### src/rtl/mem_ctrl_if.sv
// Bundle of every mem_ctrl signal except clock and reset: RAM/IO bus, i-cache refill, LSB port.
// Latency: none, wires only.
// Backpressure: none here; requests are level-held until their done pulse, rdy freezes the controller.
// Ports: master = mem_ctrl side (drives RAM bus and responses), slave = clients/RAM side.
interface mem_ctrl_if #(
    parameter int LINE_BYTES = 64
) ();
    logic                    rdy;
    logic [7:0]              mem_din;
    logic [7:0]              mem_dout;
    logic [31:0]             mem_a;
    logic                    mem_wr;
    logic                    io_buffer_full;
    logic [31:0]             missing_PC;
    logic                    missing_config;
    logic [8*LINE_BYTES-1:0] return_row;
    logic                    return_config;
    logic                    lsb_valid;
    logic                    lsb_wr;
    logic [31:0]             lsb_addr;
    logic [1:0]              lsb_size;
    logic                    lsb_signed;
    logic [31:0]             lsb_wdata;
    logic [31:0]             lsb_rdata;
    logic                    lsb_done;
    logic                    rollback;

    modport master (
        input  rdy, mem_din, io_buffer_full, missing_PC, missing_config,
               lsb_valid, lsb_wr, lsb_addr, lsb_size, lsb_signed, lsb_wdata, rollback,
        output mem_dout, mem_a, mem_wr, return_row, return_config, lsb_rdata, lsb_done
    );

    modport slave (
        output rdy, mem_din, io_buffer_full, missing_PC, missing_config,
               lsb_valid, lsb_wr, lsb_addr, lsb_size, lsb_signed, lsb_wdata, rollback,
        input  mem_dout, mem_a, mem_wr, return_row, return_config, lsb_rdata, lsb_done
    );
endinterface

### src/rtl/mem_ctrl.sv
// Byte-wide RAM/IO bus owner: serialises i-cache line refills and LSB loads/stores into byte cycles.
// Latency: load done n+2 cycles after accept, refill pulse 66 cycles after accept, store n+2 when unstalled.
// Backpressure: requests are level-held; rdy=0 freezes everything; IO stores stall while io_buffer_full.
// Ports: clk, rst (async active-low), bus (mem_ctrl_if.master: RAM bus, refill port, LSB port, rdy, rollback).
module mem_ctrl #(
    parameter int          LINE_BYTES = 64,
    parameter logic [31:0] IO_BASE    = 32'h30000
) (
    input  logic       clk,
    input  logic       rst,
    mem_ctrl_if.master bus
);
    localparam int OFS_W = $clog2(LINE_BYTES);
    localparam int CNT_W = OFS_W + 1;

    localparam logic [2:0] IDLE   = 3'd0;
    localparam logic [2:0] IFETCH = 3'd1;
    localparam logic [2:0] LOAD   = 3'd2;
    localparam logic [2:0] STORE  = 3'd3;
    localparam logic [2:0] DONE   = 3'd4;

    logic [2:0]       state;
    logic [CNT_W-1:0] cnt;
    logic [31:0]      base;
    logic [1:0]       size;
    logic             sgn;
    logic [31:0]      wdata;
    logic [31:0]      ld_buf;
    logic             is_fetch;

    logic [CNT_W-1:0] nbytes;
    logic [31:0]      cur_addr;
    logic [31:0]      nxt_addr;
    logic             io_stall;
    logic             take_lsb;
    logic             quiet;
    logic [31:0]      ld_ext;

    assign cur_addr = base + 32'(cnt);
    assign nxt_addr = cur_addr + 32'd1;
    assign io_stall = (cur_addr >= IO_BASE) && bus.io_buffer_full;
    // A flush in the same cycle kills a load before it starts; stores are already committed.
    assign take_lsb = bus.lsb_valid && !(bus.rollback && !bus.lsb_wr);
    // While a done pulse is out, the requester may still be holding its level request.
    assign quiet    = !bus.lsb_done && !bus.return_config;

    always_comb begin
        nbytes = CNT_W'(4);
        if (size == 2'd0)
            nbytes = CNT_W'(1);
        else if (size == 2'd1)
            nbytes = CNT_W'(2);
    end

    always_comb begin
        ld_ext = ld_buf;
        if (size == 2'd0)
            ld_ext = {{24{sgn & ld_buf[7]}}, ld_buf[7:0]};
        else if (size == 2'd1)
            ld_ext = {{16{sgn & ld_buf[15]}}, ld_buf[15:0]};
    end

    always_ff @(posedge clk or negedge rst) begin
        if (!rst) begin
            state              <= IDLE;
            cnt                <= '0;
            base               <= '0;
            size               <= '0;
            sgn                <= 1'b0;
            wdata              <= '0;
            ld_buf             <= '0;
            is_fetch           <= 1'b0;
            bus.mem_a          <= '0;
            bus.mem_wr         <= 1'b0;
            bus.mem_dout       <= '0;
            bus.return_row     <= '0;
            bus.return_config  <= 1'b0;
            bus.lsb_rdata      <= '0;
            bus.lsb_done       <= 1'b0;
        end else if (bus.rdy) begin
            bus.lsb_done      <= 1'b0;
            bus.return_config <= 1'b0;
            case (state)
                IDLE: begin
                    if (quiet && take_lsb) begin
                        base     <= bus.lsb_addr;
                        size     <= bus.lsb_size;
                        sgn      <= bus.lsb_signed;
                        wdata    <= bus.lsb_wdata;
                        ld_buf   <= '0;
                        is_fetch <= 1'b0;
                        cnt      <= '0;
                        if (bus.lsb_wr) begin
                            state <= STORE;
                        end else begin
                            state     <= LOAD;
                            bus.mem_a <= bus.lsb_addr;
                        end
                    end else if (quiet && bus.missing_config) begin
                        base      <= bus.missing_PC & ~32'(LINE_BYTES - 1);
                        bus.mem_a <= bus.missing_PC & ~32'(LINE_BYTES - 1);
                        is_fetch  <= 1'b1;
                        cnt       <= '0;
                        state     <= IFETCH;
                    end
                end
                // cnt counts bytes captured; the address for byte cnt is on the bus this cycle.
                IFETCH: begin
                    bus.return_row[{cnt[OFS_W-1:0], 3'b000} +: 8] <= bus.mem_din;
                    cnt <= cnt + CNT_W'(1);
                    if (cnt == CNT_W'(LINE_BYTES - 1))
                        state <= DONE;
                    else
                        bus.mem_a <= nxt_addr;
                end
                LOAD: begin
                    if (bus.rollback) begin
                        state <= IDLE;
                    end else begin
                        ld_buf[{cnt[1:0], 3'b000} +: 8] <= bus.mem_din;
                        cnt <= cnt + CNT_W'(1);
                        if (cnt == nbytes - CNT_W'(1))
                            state <= DONE;
                        else
                            bus.mem_a <= nxt_addr;
                    end
                end
                // cnt counts bytes issued; a stalled IO byte is simply re-tried next cycle.
                STORE: begin
                    if (cnt == nbytes) begin
                        bus.mem_wr   <= 1'b0;
                        bus.lsb_done <= 1'b1;
                        state        <= IDLE;
                    end else if (io_stall) begin
                        bus.mem_wr <= 1'b0;
                    end else begin
                        bus.mem_a    <= cur_addr;
                        bus.mem_dout <= wdata[{cnt[1:0], 3'b000} +: 8];
                        bus.mem_wr   <= 1'b1;
                        cnt          <= cnt + CNT_W'(1);
                    end
                end
                DONE: begin
                    state <= IDLE;
                    if (is_fetch) begin
                        bus.return_config <= 1'b1;
                    end else if (!bus.rollback) begin
                        bus.lsb_done  <= 1'b1;
                        bus.lsb_rdata <= ld_ext;
                    end
                end
                default: state <= IDLE;
            endcase
        end
    end
endmodule

### src/flat_wrapper.sv
// flat-port wrapper written by rule: the top's interface ports become plain ports
module mem_ctrl_flat 
#(
    parameter int          LINE_BYTES = 64,
    parameter logic [31:0] IO_BASE    = 32'h30000
)
  (clk, rst, bus_rdy, bus_mem_din, bus_io_buffer_full, bus_missing_PC, bus_missing_config, bus_lsb_valid, bus_lsb_wr, bus_lsb_addr, bus_lsb_size, bus_lsb_signed, bus_lsb_wdata, bus_rollback, bus_mem_dout, bus_mem_a, bus_mem_wr, bus_return_row, bus_return_config, bus_lsb_rdata, bus_lsb_done);
  mem_ctrl_if #(.LINE_BYTES(LINE_BYTES)) bus_i ();
  input  logic clk;
  input  logic rst;
  input wire logic [$bits(bus_i.rdy)-1:0] bus_rdy;
  input wire logic [$bits(bus_i.mem_din)-1:0] bus_mem_din;
  input wire logic [$bits(bus_i.io_buffer_full)-1:0] bus_io_buffer_full;
  input wire logic [$bits(bus_i.missing_PC)-1:0] bus_missing_PC;
  input wire logic [$bits(bus_i.missing_config)-1:0] bus_missing_config;
  input wire logic [$bits(bus_i.lsb_valid)-1:0] bus_lsb_valid;
  input wire logic [$bits(bus_i.lsb_wr)-1:0] bus_lsb_wr;
  input wire logic [$bits(bus_i.lsb_addr)-1:0] bus_lsb_addr;
  input wire logic [$bits(bus_i.lsb_size)-1:0] bus_lsb_size;
  input wire logic [$bits(bus_i.lsb_signed)-1:0] bus_lsb_signed;
  input wire logic [$bits(bus_i.lsb_wdata)-1:0] bus_lsb_wdata;
  input wire logic [$bits(bus_i.rollback)-1:0] bus_rollback;
  output wire logic [$bits(bus_i.mem_dout)-1:0] bus_mem_dout;
  output wire logic [$bits(bus_i.mem_a)-1:0] bus_mem_a;
  output wire logic [$bits(bus_i.mem_wr)-1:0] bus_mem_wr;
  output wire logic [$bits(bus_i.return_row)-1:0] bus_return_row;
  output wire logic [$bits(bus_i.return_config)-1:0] bus_return_config;
  output wire logic [$bits(bus_i.lsb_rdata)-1:0] bus_lsb_rdata;
  output wire logic [$bits(bus_i.lsb_done)-1:0] bus_lsb_done;
  assign bus_i.rdy = bus_rdy;
  assign bus_i.mem_din = bus_mem_din;
  assign bus_i.io_buffer_full = bus_io_buffer_full;
  assign bus_i.missing_PC = bus_missing_PC;
  assign bus_i.missing_config = bus_missing_config;
  assign bus_i.lsb_valid = bus_lsb_valid;
  assign bus_i.lsb_wr = bus_lsb_wr;
  assign bus_i.lsb_addr = bus_lsb_addr;
  assign bus_i.lsb_size = bus_lsb_size;
  assign bus_i.lsb_signed = bus_lsb_signed;
  assign bus_i.lsb_wdata = bus_lsb_wdata;
  assign bus_i.rollback = bus_rollback;
  assign bus_mem_dout = bus_i.mem_dout;
  assign bus_mem_a = bus_i.mem_a;
  assign bus_mem_wr = bus_i.mem_wr;
  assign bus_return_row = bus_i.return_row;
  assign bus_return_config = bus_i.return_config;
  assign bus_lsb_rdata = bus_i.lsb_rdata;
  assign bus_lsb_done = bus_i.lsb_done;
  mem_ctrl #(.LINE_BYTES(LINE_BYTES), .IO_BASE(IO_BASE)) u_core (.clk(clk), .rst(rst), .bus(bus_i));
endmodule
### config.mk
export PLATFORM = sky130hd
export DESIGN_NAME = mem_ctrl_flat
export DESIGN_NICKNAME = d
export VERILOG_FILES = /design/src/rtl/mem_ctrl_if.sv /design/src/rtl/mem_ctrl.sv /design/src/flat_wrapper.sv
export SDC_FILE = /design/constraint.sdc
export NUM_CORES = 1
export LEC_CHECK = 0
export BUFFER_PORTS_ARGS = -buffer_cell sky130_fd_sc_hd__buf_4
export CAP_MARGIN = 25
export CORE_UTILIZATION = 40
export DETAILED_ROUTE_END_ITERATION = 8
export SLEW_MARGIN = 25
export SYNTH_ARGS = -nofsm -noshare
export SYNTH_HDL_FRONTEND = slang
export SYNTH_SLANG_ARGS = --single-unit
### constraint.sdc
create_clock -name clk -period 5.7 [get_ports clk]
set_input_delay 0.285 -clock clk [delete_from_list [all_inputs] [get_ports clk]]
set_output_delay 0.285 -clock clk [all_outputs]
set_load 0.01 [all_outputs]
==> impl_metrics.csv <==
group,metric,value,unit
detailed_routing,antenna_left,0,
synth,yosysMostFrequentCell,"dfrtp_1",
worst_hold_path,hp-class,"in -> reg",
synth,yosys-top-cells-area,"dfrtp_1, mux2_2, nand2_1",
detailed_routing,drt-total-wl,113000,µm
worst_setup_path,reg2regPathDepth,13,
worst_setup_path,crit_type,"reg -> reg",
worst_hold_path,hold_end,"u_core.base[18]$_DFFE_PN0P_",
clock_tree,cts-root-buf,"clkbuf_16",
detailed_routing,drtIter0Drc,1908,
pwr,p_switching,5.95,mW
placed_design,io_buffers,695,
floorplanning,start_util,40.6,%
detailed_routing,wl_per_cell,24.4,µm
synth,yosysSeqAreaShare,57.7,%
sta,setup_violations,0,
sta,slew_headroom,28.2,%
worst_setup_path,regToRegSetupSlack,0.97,ns
sta,period_share,83.0,%
floorplanning,ios,702,
sta,rsz0062_at_grt,"no",
global_route,grt_use_total,29.1,%
worst_setup_path,cp-start-kind,"flip-flop",
worst_setup_path,startpoint,"u_core.cnt[3]$_DFFE_PN0P_",
synth,yosysWarnings,0,
pwr,pwr-share-comb,29.6,%
pwr,total_power,16.2,mW
synth,synth_nets,3018,
synth,yosysTopAreaCell,"dfrtp_1",
layout,final_nets,3735,
pwr,power.internal,10.2,mW
worst_setup_path,critical-path-top-delay-family,"compound AO/OA/AOI/OAI gates",
detailed_routing,dr_total_vias,24900,
worst_setup_path,cp.required,6.26,ns
sta,fin_setup_tns,0,ns
status,status,"finished clean",
synth,synthDistinctLibCells,79,
worst_setup_path,crit_buf_inv,2,
pwr,swShare,36.8,%
clock_tree,cts_buffers,79,
placed_design,gp_congestion,0.906,
worst_setup_path,critPathCaptureType,"flip-flop",
global_route,grt_pass1_vias,24900,
pwr,ir_drop,0.000264,V
floorplanning,dieArea,76700,µm²
sta,hold_viol,0,
layout,syn2layout_area_growth,31.5,%
worst_setup_path,cp.arrival,5.29,ns
synth,synth_top_cell_area_share,57.7,%
pwr,power_density,407,nW/µm²
pwr,p_leak,19.3,nW
sta,finClkSkew,0.0245,ns
synth,synth_area,30200,µm²
synth,synthCells,2888,
synth,synth_commonest_cells,"dfrtp_1, nand2_1, o21ai_0",
sta,timing.fmax,0.211,GHz
placed_design,hpwl,81800,µm
pwr,seq_power_share,37.9,%
worst_setup_path,slowest_delay,0.69,ns
synth,synth.avg_cell_area,10.5,µm²
detailed_routing,firstDrtPassIters,7,
detailed_routing,via_per_inst,5.38,
floorplanning,fp.dieH,277,µm
sta,hold-worst-slack,0.0285,ns
global_route,grt_max_degree,159,
clock_tree,clock_latency,0.65,ns
worst_setup_path,r2r_start,"u_core.cnt[3]$_DFFE_PN0P_",
floorplanning,core,74600,µm²
clock_tree,cts_tree,"yes",
worst_setup_path,r2r-end,"u_core.bus.mem_a[28]$_DFFE_PN0P_",
sta,period_minus_slack,4.73,ns
global_route,grt_pass1_wl,168000,µm
synth,synth-edff-count,0,
floorplanning,core.rowCount,100,
run,drv_cap,0,
worst_hold_path,min_from,"bus_lsb_addr[18]",
clock_tree,h-tree-depth,3,
global_route,grt_antenna_before_repair,2,
clock_tree,cts_resized,0,
worst_setup_path,cp_max_fo,30,
sta,slew_viol_final,0,
floorplanning,die_w,277,µm
synth,synth-seq-cells,697,
clock_tree,cts_buffer_depth,3,
sta,tightest_slew,1.08,ns
synth,yosys_most_used_dff,"dfrtp_1",
layout,final_layout_size_suffix_gt1_share,31.3,%
detailed_routing,drc_errors,0,
worst_setup_path,critPathSlowestCell,"o21ai_1",
synth,synthArstFlopShare,100,%
worst_setup_path,crit_chain,"ha_1 > o211a_1 > a21boi_2 > o21ai_1 > nor2_1 > xnor2_1 > and4_1 > a211oi_2 > buf_4 > or3_2 > buf_4 > a211o_1 > o21ai_1",
clock_tree,cts_sinks,697,
pwr,clkPwrFrac,32.4,%
worst_hold_path,whs_path_depth,3,
global_route,gr-total-overflow,0,
clock_tree,clk_pin_slew,0.06,ns
what timing repair did:
action                                  in CTS  in global routing
endpoints found under the setup margin       0                  0
setup buffers                                0                  0
endpoints found under the hold margin      120                  0
hold buffers                                65                  0
kinds of logic after synthesis:
kind of cell	Yosys count	synth area share [%]
flip-flops	697	57.7
XOR/XNOR	54	1.56
buffers and inverters	203	2.63
multiplexers	297	11.2
AO/OA/AOI/OAI	543	10.9
AND/OR/NAND/NOR	1075	15.3
adder cells (fa/ha/maj)	19	0.778
stage by stage:
| stage | std cells | setup WS [ns] | util [%] | instance area, µm² |
|---|---|---|---|---|
| after CTS | 4630 | 0.982 | 53.2 | 39700 |
| after global routing | 4634 | 0.708 | 53.3 | 39800 |
| after global placement | 4426 | 1.01 | 48.8 | 36400 |
| after floorplan | 2888 | 1.69 | - | 30200 |
| final | 4635 | 0.970 | 53.3 | 39800 |
| after detailed placement | 4426 | 1.00 | 48.8 | 36400 |
power groups by stage:
stage,combinational [mW],sequential [mW],clock [mW]
3_3_place_gp,4.66,6.19,0
2_1_floorplan,2.61,6.15,0
3_5_place_dp,4.71,6.21,0
6_report,4.79,6.14,5.25
5_1_grt,5.17,6.22,5.50
4_1_cts,4.77,6.13,5.33
area by class of cell:
| cell class | instances | area [µm²] |
|---|---|---|
| Multi-Input combinational cell | 1988 | 12100 |
| Inverter | 45 | 169 |
| Tap cell | 969 | 1210 |
| Clock buffer | 112 | 2240 |
| Fill cell | 6726 | 34800 |
| Antenna cell | 3 | 7.51 |
| Sequential cell | 697 | 17400 |
| Clock inverter | 27 | 405 |
| Timing Repair Buffer | 794 | 6190 |
placed cells by master (no fill, tap or decap), types with 11 or more instances in the layout:
| cell type | n |
|---|---|
| nor2_1 | 193 |
| o31ai_1 | 114 |
| nand2_1 | 648 |
| clkbuf_16 | 79 |
| or3_1 | 13 |
| xor2_1 | 18 |
| inv_1 | 44 |
| clkbuf_8 | 14 |
| nand2b_1 | 11 |
| xnor2_1 | 33 |
| buf_4 | 723 |
| clkbuf_1 | 19 |
| nor3_1 | 23 |
| mux2_2 | 250 |
| and2_1 | 13 |
| mux2i_1 | 39 |
| nor2b_1 | 11 |
| a21oi_1 | 53 |
| dfrtp_1 | 696 |
| nand3_1 | 84 |
| o22ai_1 | 18 |
| dlygate4sd3_1 | 65 |
| o21ai_0 | 271 |
| ha_1 | 14 |
worst register-to-register path, stage by stage (launching register included):
cell and delay [ns]:
dfrtp_1 0.68, ha_1 0.38, o211a_1 0.25, a21boi_2 0.17, o21ai_1 0.69, nor2_1 0.14, xnor2_1 0.49, and4_1 0.32
a211oi_2 0.07, buf_4 0.18, or3_2 0.63, buf_4 0.30, a211o_1 0.26, o21ai_1 0.11
worst max path at each step:
stage	cells past startpoint	slack [ns]	end
5_1_grt	13	0.71	u_core.bus.mem_a[28]$_DFFE_PN0P_
2_1_floorplan	13	1.69	u_core.bus.mem_a[29]$_DFFE_PN0P_
4_1_cts	13	0.98	u_core.bus.mem_a[28]$_DFFE_PN0P_
6_report	13	0.97	u_core.bus.mem_a[28]$_DFFE_PN0P_
3_5_place_dp	13	1.00	u_core.bus.mem_a[28]$_DFFE_PN0P_
3_3_place_gp	13	1.01	u_core.bus.mem_a[28]$_DFFE_PN0P_
registers in the layout, indices dropped and copies added (netlist names), 2 cells and up:
name and flops:
u_core.state 3, u_core.cnt 7, u_core.bus.mem_dout 8, u_core.size 2, u_core.wdata 32, u_core.bus.lsb_rdata 32
u_core.base 32, u_core.ld_buf 32, u_core.bus.mem_a 32, u_core.bus.return_row 512
routing by layer:
metal / GRT usage [%] / share of wire, % / up-vias
li1: - / - / 11400
met1: 38.2 / 42 / 12500
met2: 47.3 / 47 / 827
met3: 6.77 / 7.0 / 172
met4: 10.2 / 3.4 / 0
met5: 0 / 0 / -
Note: power is estimated with default switching activity, not from simulation.
